==> src/rtl/hazard_pkg.sv <==
// Shared types for the hazard/forwarding controller: forward-select codes,
// the shadow-pipeline tag and the tag-match helper.
package hazard_pkg;

  // Tag rd field is sized for the widest register address we support;
  // narrower addresses are zero-extended into it.
  localparam int TAG_AW = 8;

  typedef enum logic [1:0] {
    FWD_RF     = 2'b00,
    FWD_MEM_WB = 2'b01,
    FWD_EX_MEM = 2'b10
  } fwd_sel_t;

  typedef struct packed {
    logic              valid;
    logic [TAG_AW-1:0] rd;
    logic              reg_write;
    logic              mem_read;
    logic              mem_write;
  } pipe_tag_t;

  localparam pipe_tag_t TAG_NONE = '0;

  // True when the tagged instruction will write a nonzero register equal to addr.
  function automatic logic tag_writes(input pipe_tag_t tag, input logic [TAG_AW-1:0] addr);
    return tag.valid && tag.reg_write && (tag.rd != '0) && (tag.rd == addr);
  endfunction

endpackage

==> src/rtl/hazard_forward_ctrl_fwd_select.sv <==
// One EX operand's forward select: EX/MEM result wins over MEM/WB.
module fwd_select
  import hazard_pkg::*;
#(
  parameter int AW = 5
) (
  input  logic [AW-1:0] rs,
  input  pipe_tag_t     mem_tag,
  input  pipe_tag_t     wb_tag,
  output fwd_sel_t      sel
);

  logic [TAG_AW-1:0] rs_ext;

  assign rs_ext = TAG_AW'(rs);

  // Priority compare: youngest producer (EX/MEM) first.
  always_comb begin
    sel = FWD_RF;
    if (tag_writes(mem_tag, rs_ext)) begin
      sel = FWD_EX_MEM;
    end else if (tag_writes(wb_tag, rs_ext)) begin
      sel = FWD_MEM_WB;
    end
  end

endmodule

==> src/rtl/hazard_forward_ctrl.sv <==
// Hazard and forwarding controller: shadow pipeline of destination tags,
// per-operand forward selects, load-use bubble insertion, memory freeze with
// a sticky timeout flag and a saturating stall-cycle counter.
module hazard_forward_ctrl
  import hazard_pkg::*;
#(
  parameter int AW          = 5,
  parameter int NUM_SRC     = 2,
  parameter int MEM_TIMEOUT = 255,
  parameter int CNT_W       = 16
) (
  input  logic                   clk,
  input  logic                   rst_n,
  input  logic                   id_valid,
  input  logic [NUM_SRC*AW-1:0]  id_rs,
  input  logic [AW-1:0]          id_rd,
  input  logic                   id_reg_write,
  input  logic                   id_mem_read,
  input  logic                   id_mem_write,
  input  logic                   flush,
  input  logic                   mem_ready,
  output logic [NUM_SRC*2-1:0]   forward,
  output logic                   stall_id,
  output logic                   bubble_ex,
  output logic                   stall_all,
  output logic                   mem_timeout,
  output logic [CNT_W-1:0]       stall_cnt
);

  localparam int WAIT_W = $clog2(MEM_TIMEOUT + 1);
  localparam logic [WAIT_W-1:0] WAIT_LOAD = WAIT_W'(MEM_TIMEOUT - 1);

  pipe_tag_t             id_tag;
  pipe_tag_t             ex_tag;
  pipe_tag_t             mem_tag;
  pipe_tag_t             wb_tag;
  logic [NUM_SRC*AW-1:0] ex_rs;
  logic [NUM_SRC-1:0]    rs_hit;
  logic                  load_use;
  logic                  freeze;
  logic                  wait_done;
  logic [WAIT_W-1:0]     wait_rem;
  logic                  timeout_q;

  // ID-stage fields packed into a tag for the EX shadow register.
  always_comb begin
    id_tag           = TAG_NONE;
    id_tag.valid     = id_valid;
    id_tag.rd        = TAG_AW'(id_rd);
    id_tag.reg_write = id_reg_write;
    id_tag.mem_read  = id_mem_read;
    id_tag.mem_write = id_mem_write;
  end

  // Load-use: a load in EX feeding any ID source operand.
  always_comb begin
    rs_hit = '0;
    for (int i = 0; i < NUM_SRC; i++) begin
      rs_hit[i] = ex_tag.mem_read && tag_writes(ex_tag, TAG_AW'(id_rs[i*AW +: AW]));
    end
    load_use = id_valid && (|rs_hit);
  end

  // Stall outputs; freeze overrides load-use, and flush removes the consumer.
  always_comb begin
    freeze    = mem_tag.valid && (mem_tag.mem_read || mem_tag.mem_write) && !mem_ready;
    stall_all = freeze;
    stall_id  = load_use && !freeze && !flush;
    bubble_ex = stall_id;
  end

  // Shadow pipeline advance: hold on freeze, inject an empty EX slot on
  // flush or load-use, otherwise shift ID into EX. ex_rs only changes on a
  // real advance so forward stays stable across a freeze.
  always_ff @(posedge clk or negedge rst_n) begin
    if (!rst_n) begin
      ex_tag  <= TAG_NONE;
      mem_tag <= TAG_NONE;
      wb_tag  <= TAG_NONE;
      ex_rs   <= '0;
    end else if (freeze) begin
      ex_tag  <= ex_tag;
      mem_tag <= mem_tag;
      wb_tag  <= wb_tag;
    end else if (flush || load_use) begin
      ex_tag  <= TAG_NONE;
      mem_tag <= ex_tag;
      wb_tag  <= mem_tag;
    end else begin
      ex_tag  <= id_tag;
      ex_rs   <= id_rs;
      mem_tag <= ex_tag;
      wb_tag  <= mem_tag;
    end
  end

  // Per-operand forward selects.
  for (genvar i = 0; i < NUM_SRC; i++) begin : g_fwd
    fwd_select #(
      .AW (AW)
    ) u_fwd_select (
      .rs      (ex_rs[i*AW +: AW]),
      .mem_tag (mem_tag),
      .wb_tag  (wb_tag),
      .sel     (forward[2*i +: 2])
    );
  end

  // Terminal count is hit on the MEM_TIMEOUT-th consecutive freeze cycle, so
  // the flag is visible in that same cycle and latched for good afterwards.
  assign wait_done   = freeze && (wait_rem == '0);
  assign mem_timeout = timeout_q || wait_done;

  // Freeze wait down-counter, reloaded whenever the pipeline is not frozen.
  always_ff @(posedge clk or negedge rst_n) begin
    if (!rst_n) begin
      wait_rem <= WAIT_LOAD;
    end else if (!freeze) begin
      wait_rem <= WAIT_LOAD;
    end else if (wait_rem != '0) begin
      wait_rem <= wait_rem - 1'b1;
    end
  end

  // Sticky timeout flag, cleared only by reset.
  always_ff @(posedge clk or negedge rst_n) begin
    if (!rst_n) begin
      timeout_q <= 1'b0;
    end else if (wait_done) begin
      timeout_q <= 1'b1;
    end
  end

  // Saturating count of stalled cycles (load-use and memory freeze).
  always_ff @(posedge clk or negedge rst_n) begin
    if (!rst_n) begin
      stall_cnt <= '0;
    end else if ((stall_all || stall_id) && (stall_cnt != '1)) begin
      stall_cnt <= stall_cnt + 1'b1;
    end
  end

endmodule

==> config.mk <==
export PLATFORM = sky130hd
export DESIGN_NAME = hazard_forward_ctrl
export DESIGN_NICKNAME = d
export VERILOG_FILES = /design/src/rtl/hazard_pkg.sv /design/src/rtl/hazard_forward_ctrl_fwd_select.sv /design/src/rtl/hazard_forward_ctrl.sv
export SDC_FILE = /design/constraint.sdc
export NUM_CORES = 1
export LEC_CHECK = 0
export ABC_AREA = 1
export CORE_ASPECT_RATIO = 1.2
export CORE_UTILIZATION = 55
export DETAILED_ROUTE_END_ITERATION = 10
export PLACE_DENSITY = 0.93
export SYNTH_ARGS = -nofsm -noshare
export SYNTH_HDL_FRONTEND = slang
export SYNTH_SLANG_ARGS = --single-unit
export TNS_END_PERCENT = 5
==> constraint.sdc <==
create_clock -name clk -period 2.1 [get_ports clk]
set_input_delay 0.42 -clock clk [delete_from_list [all_inputs] [get_ports clk]]
set_output_delay 0.42 -clock clk [all_outputs]
set_load 0.1 [all_outputs]
==> Yosys cells after proc, flatten, opt, wreduce, memory -nomap -nowiden <==
Cells that the tools add are included.
{ "word_totals": {"register_bits": 69, "latch_bits": 0, "ram_bits": 0, "rom_bits": 0, "out_inout_bits": 24, "memories": 0} }
{ "op_classes": {"n_addsub": 2, "n_mul": 0, "div": 0, "magnitude_cmp": 0, "n_eq_ne": 8, "shifts": 0, "mux": 7, "bitwise": 2, "n_reduce_logical": 35} }
{ "op_table": {"columns": ["operator", "count"], "rows": [
  ["$eq 8x5->1", 6],
  ["$reduce_bool 8->1", 4],
  ["$logic_and 1x1->1", 21],
  ["$add 16x1->16 const B", 1],
  ["$mux 8", 2],
  ["$ne 16x16->1 const B", 1],
  ["$mux 12", 1],
  ["$logic_not 8->1", 1],
  ["$sub 8x1->8 const B", 1],
  ["$logic_or 1x1->1", 4],
  ["$mux 2", 2],
  ["$logic_not 1->1", 3],
  ["$mux 1", 2],
  ["$ne 2x1->1 const B", 1],
  ["$not 1->1", 2],
  ["$reduce_and 2->1", 1],
  ["$reduce_or 2->1", 1]
]} }

==> Longest topological paths before layout <==
{ "depth": {"depth_word": 10, "ltp_mapped": 12} }

==> By module <==
From an unflattened synthesis, not the netlist that was laid out.
{ "hier_totals": {"cells_unflattened": 507, "area_unflattened_um2": 3558.4} }
{ "by_module_without_submodules": {"columns": ["mod", "instances", "cells_each", "area_per_inst_um2", "seq_area_each_um2"], "rows": [
  ["hazard_forward_ctrl", 1, 377, 3037.9, 1560.2],
  ["fwd_select", 2, 65, 260.2, 0.0]
]} }

==> Worst setup path after synthesis <==
OpenSTA, ideal clock, no wires.
{ "synth_timing": {"path_kind": "register to output", "start": "register mem_tag[6] (netlist name)", "end": "output port forward[0]", "arrival_time_ps": 5236, "setup_slack_ps": -3556, "path_stages_with_launch": 4, "path_buffers": 0, "cell_sequence": "dfrtp_1 xor2_1 nor4_1 nor2_1"} }
{ "synth_between": {"elab_chain_len": 4, "elab_cells_between_ends": 5} }
{ "synth_lines": {"columns": ["element", "line", "rtl"], "rows": [
  ["$reduce_bool 8->1", "hazard_pkg.sv:27", "return tag.valid && tag.reg_write && (tag.rd != '0) && (tag.rd == addr);"],
  ["$logic_and 1x1->1", "hazard_pkg.sv:27", null],
  ["$logic_and 1x1->1 (*)", "hazard_pkg.sv:27", null],
  ["$mux 2 (*)", "hazard_forward_ctrl_fwd_select.sv:20", "if (tag_writes(mem_tag, rs_ext)) begin"],
  ["end: declaration", "hazard_forward_ctrl.sv:22", "output logic [NUM_SRC*2-1:0] forward,"]
]} }
Mark *: on every way between the ends. The rest lies on a longest branch, timed or not.

==> Final worst setup path <==
{ "layout_timing": {"start": "register mem_tag[5] (netlist name)", "end": "output port forward[2]"} }
{ "layout_between": {"elab_chain_len": 4, "elab_cells_between_ends": 5} }
{ "layout_lines": {"columns": ["element", "line"], "rows": [
  ["$reduce_bool 8->1", "hazard_pkg.sv:27"],
  ["$logic_and 1x1->1", "hazard_pkg.sv:27"],
  ["$logic_and 1x1->1 (*)", "hazard_pkg.sv:27"],
  ["$mux 2 (*)", "hazard_forward_ctrl_fwd_select.sv:20"]
]} }
Marked as above.

==> summary.md <==
| Metric | Value |
|---|---|
| Status | `finished, violations left` |
| Failing checks | `setup timing` |
| Synth warnings | `0` |
| Drt pass-1 iters | `5` |
| Die W | `between 70 and 80 um` |
| Max-slew violations | `0` |
| Met3 Resource Use GR | `~6.4%` |
| Relative slew slack | `78.74%` |
| Register area share after synthesis | `about 46%` |
| Final worst setup slack | `-0.08526 ns` |
| Nets | `513` |
| Dominant synthesized flop cell | `dfrtp_1` |
| CP Data Arrival Time | `1.77 ns` |
| Largest area contributor in the netlist | `dfrtp_1` |
| Hold Path Class | `input pin to asynchronous set/reset pin` |
| Diode count | `0` |
| Sequential share of power | `between 40% and 50%` |
| CP max FO | `4` |
| Part of the power in combinational logic | `a little under a quarter` |
| # clock sinks | `60` |
| Total number of vias | `roughly 3200` |
| First-pass GRT wire length | `between 10000 and 15000 um` |
| Net Sw Power | `around 1.2 mW` |
| Number of global-route vias before repair | `~3100` |
| DIE AREA | `approximately 0.0062 mm^2` |
| LEAKAGE | `2.126 nW` |
| RSZ-0062 raised after global routing | `yes` |
| Utilization after layout | `77.24%` |
| Worst path required time | `between 1.5 and 2 ns` |
| Max VDD drop | `about 0.7 mV` |
| DRC marker count from the first detailed-route iteration | `291` |
| Post-synth EDFFs | `0` |
| Final worst path period need | `2.185 ns` |
| Most Crowded Layer GR | `met2` |
| CTS Root Buffer Type | `clkbuf_8` |
| Layout cells sized above 1 | `between 20% and 30%` |
| Synth unique cells | `30` |
| Ports | `47` |
| DP Wirelength | `approximately 5700 um` |
| CTS tree | `yes` |
| Synth Register Bits | `60` |
| Worst Max-Slew Pin Slew | `0.3188 ns` |
| Critical path class | `register to output pin` |
| Insertion delay to the later sink of the worst-skew pair | `approximately 0.35 ns` |
| Fin crit share | `104.1%` |
| Die Height | `approximately 86 um` |
| Max_cap viols | `0` |
| Area Overhead vs Synth | `35.05%` |
| Clk slew on worst S/H paths | `approximately 0.08 ns` |
| I/O Buffers | `46` |
| Via-to-Cell Ratio | `around 5.5` |
| Clock Skews | `roughly 0.017 ns` |
| Initial antenna violation count | `0` |
| Synth top area cells | `dfrtp_1 (41%), nand2_1 (15%), nand3_1 (7.2%)` |
| P_int | `between 2 and 2.5 mW` |
| Pre-CTS WS | `-0.2584 ns` |
| Post-synth top area share | `about 40%` |
| Initial Utilization | `between 50% and 60%` |
| Fmax | `~460 MHz` |
| GRT Resource Usage Total | `29.85%` |
| Area of the mapped netlist | `between 0.003 and 0.004 mm^2` |
| Met2 GRT Util | `a little over half` |
| GRT overflow | `0` |
| Routed len/inst | `15.35 um` |
| CTS max path bufs | `2` |
| Site Rows | `30` |
| Crit. End Element | `output pin` |
| Final Wtd Congestion | `about 0.88` |
| Clock buffer count from CTS | `9` |
| M1 GR Usage | `33.18%` |
| DRC errors left | `0` |
| Post-Synthesis Cells | `416` |
| Clock share of power | `approximately 36%` |
| Core footprint | `between 0.005 and 0.006 mm^2` |
| H-tree depth | `3` |
| Mapped Nets | `about 440` |
| Post-route ant nets | `0` |
| Final setup violation count | `5` |
| Power per cell area | `800.4 mW/mm^2` |
| Largest net degree at the start of global routing | `between 60 and 70` |
| Async SR Flop Fraction | `100.0%` |
| Mapped Avg Cell Area | `~7.8 um^2` |
| Sw frac | `33.97%` |
| Hold violation total from the final report | `0` |
| Startpoint Class | `register` |
| Final wirelength | `8796 um` |
metal layers:
metal,vias to the layer above,wire length [um]
met5,-,0
met4,0,288
li1,1470,-
met3,26,502
met1,1533,3300
met2,148,4704
cell type report:
cell class                 count  area (um^2)
fill                         365         1299
clock inverter                 7        115.1
inverter                      44        167.7
clock buffer                   9        123.9
multi-input combinational    301         1672
sequential                    60         1520
timing repair buffer          72        708.2
tap                           80        100.1
flip-flops by register name (all words and copies together), names as in the netlist:
register / flops
ex_rs: 10
ex_tag: 9
mem_tag: 9
stall_cnt: 16
timeout_q: 1
wait_rem: 8
wb_tag: 7
placed cells by master (no fill, tap or decap), types with 10 or more instances in the layout:
cell type,count
nand2_1,126
dfrtp_1,45
nand3_1,42
buf_4,39
inv_1,37
o21ai_0,26
nor2_1,24
xor2_1,18
xnor2_1,14
clkdlybuf4s50_1,12
buf_12,10
power by group through the flow:
| stage | clock [mW] | sequential (mW) | combinational (mW) |
|---|---|---|---|
| 5_1_grt | 1.34 | 1.42 | 0.900 |
| 4_1_cts | 1.27 | 1.40 | 0.813 |
| 3_5_place_dp | 0 | 1.41 | 0.781 |
| 2_1_floorplan | 0 | 1.62 | 0.309 |
| 6_report | 1.28 | 1.41 | 0.840 |
| 3_3_place_gp | 0 | 1.41 | 0.761 |
worst paths after layout:
path                                  from  slack (ns)           to  cells after the start
worst min-delay path                 rst_n        0.06    wb_tag[4]                      2
worst max register to register   ex_tag[7]        0.10     ex_rs[9]                     14
min in group clk                 timeout_q        0.46    timeout_q                      2
worst max-delay path            mem_tag[5]       -0.09   forward[2]                      7
max in group asynchronous            rst_n        1.71  wait_rem[1]                      2
worst min register to register   timeout_q        0.46    timeout_q                      2
cells by family after synthesis:
family	count (synthesis)	synth area share, %
and+or+nand+nor	230	31.25
DFF	60	46.28
buffers and inverters	55	6.787
xor gates and xnor gates	36	9.663
AOI/OAI and AO/OA	33	5.253
adders and majority gates	2	0.7667
synth_stat cells, types with 2 or more instances:
cell,instances
a21oi_1,3
buf_2,3
clkbuf_1,6
dfrtp_1,53
dfstp_2,7
ha_1,2
inv_1,38
inv_2,6
nand2_1,129
nand2_2,2
nand2_4,2
nand3_1,47
nand4_1,6
nor2_1,28
nor3_1,9
nor4_1,2
o21ai_0,26
xnor2_1,18
xor2_1,18
worst max-delay path, stage by stage, from the launching register on:
cell and delay [ns]:
dfrtp_2 0.47, nor3_2 0.22, nand3_2 0.12, nand3_4 0.11
nor4_4 0.05, buf_4 0.16, nor2_4 0.10, buf_12 0.18
stage by stage:
step | cell area [um^2] | setup TNS, ns | hold slack [ns] | cells | total power, mW
5_1_grt | 4407 | -0.8583 | 0.08695 | 573 | 3.659
3_5_place_dp | 3990 | -0.5529 | 0.4430 | 546 | 2.194
2_1_floorplan | 3313 | -6.195 | 0.1244 | 416 | 1.929
3_3_place_gp | 3990 | -0.4106 | 0.4338 | 546 | 2.167
4_1_cts | 4337 | -0.09072 | 0.08076 | 571 | 3.483
6_report | 4407 | -0.2587 | 0.06245 | 573 | 3.527
what timing repair did:
item,in CTS,in global routing
resized for setup,24,14
hold buffers,0,0
setup endpoints to repair,7,10
pin swaps,16,4
buffers inserted,9,2
gates cloned,0,0
Note: power is estimated with default switching activity, not from simulation.
